## config.mk

```make
export PLATFORM = sky130hd
export DESIGN_NAME = tof_frame_writer
export DESIGN_NICKNAME = d
export VERILOG_FILES = /design/src/rtl/tof_pkg.sv /design/src/rtl/tof_frame_writer.sv
export SDC_FILE = /design/constraint.sdc
export NUM_CORES = 1
export LEC_CHECK = 0
export BUFFER_PORTS_ARGS = -buffer_cell sky130_fd_sc_hd__buf_4
export CAP_MARGIN = 20
export CORE_ASPECT_RATIO = 0.8
export CORE_MARGIN = 3
export CORE_UTILIZATION = 55
export CTS_CLUSTER_DIAMETER = 120
export DETAILED_ROUTE_END_ITERATION = 10
export PLACE_DENSITY = 0.82
export SYNTH_ARGS = -nofsm -noshare
export SYNTH_HDL_FRONTEND = slang
export SYNTH_SLANG_ARGS = --single-unit
```

## constraint.sdc

```tcl
create_clock -name clk -period 5.5 [get_ports clk]
set_clock_uncertainty 0.1 [all_clocks]
set_input_delay 0.55 -clock clk [delete_from_list [all_inputs] [get_ports clk]]
set_output_delay 0.55 -clock clk [all_outputs]
set_load 0.01 [all_outputs]
```

## src/rtl/tof_pkg.sv

```systemverilog
`default_nettype none
// ============================================================================
//  Module      : tof_pkg
//  Description : Shared types and helpers for the ToF radius frame path.
//                The address packing is shared with the read FSM so both
//                sides agree on the BRAM layout.
//  Revision    : 1.0 - initial release
// ============================================================================
package tof_pkg;

  localparam int ROWS  = 8;
  localparam int COLS  = 8;
  localparam int ZONES = ROWS * COLS;

  // Frame writer control states
  typedef enum logic [1:0] {
    IDLE  = 2'd0,
    WRITE = 2'd1,
    FULL  = 2'd2,
    REARM = 2'd3
  } state_e;

  // BRAM layout: {row[2:0], sensor_id[2:0], col[2:0]}
  function automatic logic [8:0] pack_addr(input logic [5:0] idx,
                                           input logic [2:0] sensor_id);
    return {idx[5:3], sensor_id, idx[2:0]};
  endfunction

endpackage
`default_nettype wire

```

## src/rtl/tof_frame_writer.sv

```systemverilog
`default_nettype none
// ============================================================================
//  Module      : tof_frame_writer
//  Description : Accepts the 8x8 zone radius stream, sanitises each sample,
//                writes the frame into the shared radius BRAM and raises drdy
//                until the reader releases the frame. Counts completed frames
//                and stream errors.
//  Revision    : 1.0 - initial release
// ============================================================================
module tof_frame_writer
  import tof_pkg::*;
#(
  parameter int              DATA_W      = 16,
  parameter int              ROWS        = 8,
  parameter int              COLS        = 8,
  parameter int              ADDR_W      = 9,
  parameter logic [DATA_W-1:0] MAX_RADIUS  = 16'd4000,
  parameter logic [DATA_W-1:0] INVALID_VAL = 16'd0
) (
  input  logic              clk,
  input  logic              rst,
  input  logic              s_valid,
  output logic              s_ready,
  input  logic [DATA_W-1:0] s_data,
  input  logic              s_sof,
  input  logic              s_invalid,
  input  logic [2:0]        sensor_id,
  output logic              bram_we,
  output logic [ADDR_W-1:0] bram_addr,
  output logic [DATA_W-1:0] bram_din,
  input  logic              rd_done,
  output logic              drdy,
  output logic [15:0]       frame_cnt,
  output logic [7:0]        err_cnt
);

  // Index of the final zone of a frame
  localparam logic [5:0] c_last_idx = 6'(ROWS * COLS - 1);

  state_e              r_state;
  logic [5:0]          r_idx;
  logic [2:0]          r_sensor_id;
  logic                r_s_ready;
  logic                r_bram_we;
  logic [ADDR_W-1:0]   r_bram_addr;
  logic [DATA_W-1:0]   r_bram_din;
  logic                r_drdy;
  logic [15:0]         r_frame_cnt;
  logic [7:0]          r_err_cnt;

  logic                w_accept;
  logic [DATA_W-1:0]   w_din;
  logic [5:0]          w_wr_idx;
  logic [2:0]          w_wr_sid;
  logic [ADDR_W-1:0]   w_wr_addr;

  assign w_accept  = s_valid & r_s_ready;
  // An SOF sample always lands in zone 0 under the freshly presented sensor id
  assign w_wr_idx  = s_sof ? 6'd0 : r_idx;
  assign w_wr_sid  = s_sof ? sensor_id : r_sensor_id;
  assign w_wr_addr = ADDR_W'(pack_addr(w_wr_idx, w_wr_sid));

  // Sample sanitising: invalid flag wins over saturation
  always_comb begin
    w_din = s_data;
    if (s_invalid) begin
      w_din = INVALID_VAL;
    end else if (s_data > MAX_RADIUS) begin
      w_din = MAX_RADIUS;
    end
  end

  // Frame control FSM with registered handshake, write port and status
  always_ff @(posedge clk or negedge rst) begin
    if (!rst) begin
      r_state     <= IDLE;
      r_idx       <= 6'd0;
      r_sensor_id <= 3'd0;
      r_s_ready   <= 1'b0;
      r_bram_we   <= 1'b0;
      r_bram_addr <= '0;
      r_bram_din  <= '0;
      r_drdy      <= 1'b0;
      r_frame_cnt <= 16'd0;
      r_err_cnt   <= 8'd0;
    end else begin
      r_bram_we <= 1'b0;
      case (r_state)
        IDLE: begin
          r_s_ready <= 1'b1;
          r_drdy    <= 1'b0;
          if (w_accept) begin
            if (s_sof) begin
              r_bram_we   <= 1'b1;
              r_bram_addr <= w_wr_addr;
              r_bram_din  <= w_din;
              r_sensor_id <= sensor_id;
              r_idx       <= 6'd1;
              r_state     <= WRITE;
            end else if (r_err_cnt != 8'hFF) begin
              // Sample outside a frame is dropped
              r_err_cnt <= r_err_cnt + 8'd1;
            end
          end
        end
        WRITE: begin
          if (w_accept) begin
            r_bram_we   <= 1'b1;
            r_bram_addr <= w_wr_addr;
            r_bram_din  <= w_din;
            if (s_sof) begin
              // Unexpected SOF restarts the frame at zone 0
              r_sensor_id <= sensor_id;
              r_idx       <= 6'd1;
              if (r_err_cnt != 8'hFF) begin
                r_err_cnt <= r_err_cnt + 8'd1;
              end
            end else if (r_idx == c_last_idx) begin
              r_idx       <= 6'd0;
              r_s_ready   <= 1'b0;
              r_frame_cnt <= r_frame_cnt + 16'd1;
              r_state     <= FULL;
            end else begin
              r_idx <= r_idx + 6'd1;
            end
          end
        end
        FULL: begin
          // drdy follows one cycle after entry so the last write lands first
          r_s_ready <= 1'b0;
          if (rd_done) begin
            r_drdy  <= 1'b0;
            r_state <= REARM;
          end else begin
            r_drdy <= 1'b1;
          end
        end
        REARM: begin
          r_drdy    <= 1'b0;
          r_s_ready <= 1'b1;
          r_state   <= IDLE;
        end
        default: begin
          r_state <= IDLE;
        end
      endcase
    end
  end

  assign s_ready   = r_s_ready;
  assign bram_we   = r_bram_we;
  assign bram_addr = r_bram_addr;
  assign bram_din  = r_bram_din;
  assign drdy      = r_drdy;
  assign frame_cnt = r_frame_cnt;
  assign err_cnt   = r_err_cnt;

endmodule
`default_nettype wire

```

==> out/results.tsv <==
metric	value	unit
syn_nets	305	
crit_required	5.68	ns
instances_no_fill	416	
finalWirelength	6240	µm
p_per_area	385	nW/µm²
crit_arrival	2.55	ns
hpwl	4430	µm
cts.sinks	63	
crit_start	r_state[1]	
dieHeight	72.0	µm
ys_seq_area_share	52.7	%
maxSlewHeadroom	50.2	%
cts-resized-gates	0	
start_kind	register	
nNetsFinal	383	
antenna_found_initial	0	
grt_pass1_vias	2121	
yosysUniqueCellTypes	45	
synth-async-reset-ratio	100	%
design.die.area	6370	µm²
cp-end-kind	register	
grt_max_degree	64	
drt_first_pass_iters	4	
drc	0	
portBuffers	76	
drv_slew	0	
syn_inst	272	
viasPerCell	5.46	
track_usage	20.9	%
maxCapViolCount	0	
core-area	5120	µm²
initial_utilization	58.4	%
drt_iter0_drc	157	
synth.area.top_cells	dfrtp_1, nand2_1, ha_1	
yosysMostFrequentCell	dfrtp_1	
postCtsSetupBuffers	0	
clk_pin_slew_worst_paths	0.06	ns
crit_type	reg -> reg	
ant_nets	0	
final.min_clock_period	2.38	ns
synth_top_cell_area_share	52.7	%
synth_area_per_cell	11.0	µm²
gr-total-overflow	0	
clk_latency	0.34	ns
max_freq	421	MHz
placed_area	3580	µm²
cts_buffers	9	
finalHoldViolCount	0	
pin_count	77	
synth_common_cells	dfrtp_1, nand2_1, nor2_1	
holdWs	0.179	ns
wl_per_cell	15.0	µm
die_w	88.5	µm
crit_fanout	47	
fin_area	3760	µm²
peakVddDrop	294	µV
rsz0062_at_grt	false	
synth_edf_count	0	
n_fill_cell	372	
area_growth	25.6	%
cts_tree	built	
insertedDiodeCount	0	
status	finished clean	
tns	0	ns
netlist_area	2990	µm²
synthFlopType	dfrtp_1	
gp_congestion	0.821	
grt_pass1_wl	10200	µm
htreeDepth	3	
rows	23	
drive_gt1_share	29.4	%
setup_viol	0	
cts_hold_buf	0	
p_leak	0.00187	µW
worstReg2RegStart	r_state[1]	
clockRootBuffer	clkbuf_8	
place_inst	401	
tightest_slew	0.748	ns
clockBufferDepth	2	
synth-seq-cells	63	
yosysTopAreaCell	dfrtp_1	
yosys_warnings	0	
num_vias	2272	
timing.final.crit_share	43.2	%
hp-class	in -> async	
[routing by layer]
| layer | global-route usage (%) | vias to the layer above | share of wire (%) |
|---|---|---|---|
| met5 | 0 | - | 0 |
| met4 | 5.03 | 0 | 0.88 |
| met3 | 7.26 | 4 | 6.2 |
| met2 | 32.6 | 64 | 48 |
| met1 | 28.2 | 1088 | 45 |
| li1 | - | 1116 | - |
[registers in the layout, indices dropped and copies added (netlist names)]
signal       count
bram_din        16
frame_cnt       16
bram_addr        9
err_cnt          8
r_idx            6
r_sensor_id      3
r_state          2
bram_we          1
drdy             1
s_ready          1
[through the flow]
step	total power, µW	util, %	worst slack [ns]
after CTS	1460	73.4	3.11
after global placement	1060	69.9	3.21
after detailed placement	1080	69.9	3.12
after global routing	1540	73.4	2.88
after floorplan	904	-	3.43
final	1450	73.4	3.12
[worst max-delay path: stages, from the launching register on]
cell and delay, ns:
dfrtp_1 0.39, inv_1 0.12, ha_1 0.36, mux2i_1 0.16, or2_1 0.23, buf_4 0.27
a2111oi_4 0.47, a22o_1 0.20
[logic make-up after synthesis]
logic type,synth area share (%)
AND/OR/NAND/NOR,19.7
flip-flops,52.7
AO/OA/AOI/OAI,10.7
XOR/XNOR,5.56
buffers and inverters,3.26
multiplexers,4.68
adder cells (fa/ha/maj),3.35
[final timing paths]
path / end / slack, ns / cells after the start
max in group asynchronous: r_state[1] / 4.63 / 1
min: bram_din[0] / 0.18 / 1
min in group clk: bram_din[0] / 0.34 / 2
max: bram_din[1] / 3.12 / 7
min reg2reg: bram_addr[0] / 0.38 / 2
max reg2reg: bram_din[1] / 3.12 / 7
[layout by cell type (no fill, tap or decap), types with 4 or more instances in the layout]
cell type,Yosys,routed
nor2_1,13,13
mux2i_1,5,5
nor3_1,12,12
xor2_1,11,11
a21oi_1,10,10
ha_1,8,8
nand2_1,29,29
xnor2_1,8,8
inv_1,8,8
buf_4,0,77
clkbuf_8,0,9
clkinv_2,0,4
nand4_1,8,8
o31ai_1,4,4
o21ai_1,11,11
dfrtp_1,63,63
and3_1,6,6
mux2_1,5,5
a22o_1,8,8
and2_1,7,7
nand3_1,11,11
[where the power goes]
group / switching [µW] / internal, µW / total [µW] / leakage, µW
registers: 73.2 / 557 / 630 / 0.000831
logic: 232 / 213 / 446 / 0.000941
clock network: 167 / 203 / 370 / 0.0000957
[cell type report]
type	count	area (µm²)	share of cell area, %
clock inverters	5	50.0	1.33
clock buffers	10	128	3.40
multi-input cells	191	1320	35.1
inverters	8	30.0	0.799
repair buffers	77	578	15.4
well taps	62	77.6	2.06
flip-flops and latches	63	1580	42.0
(Power assumes the default switching activity.)
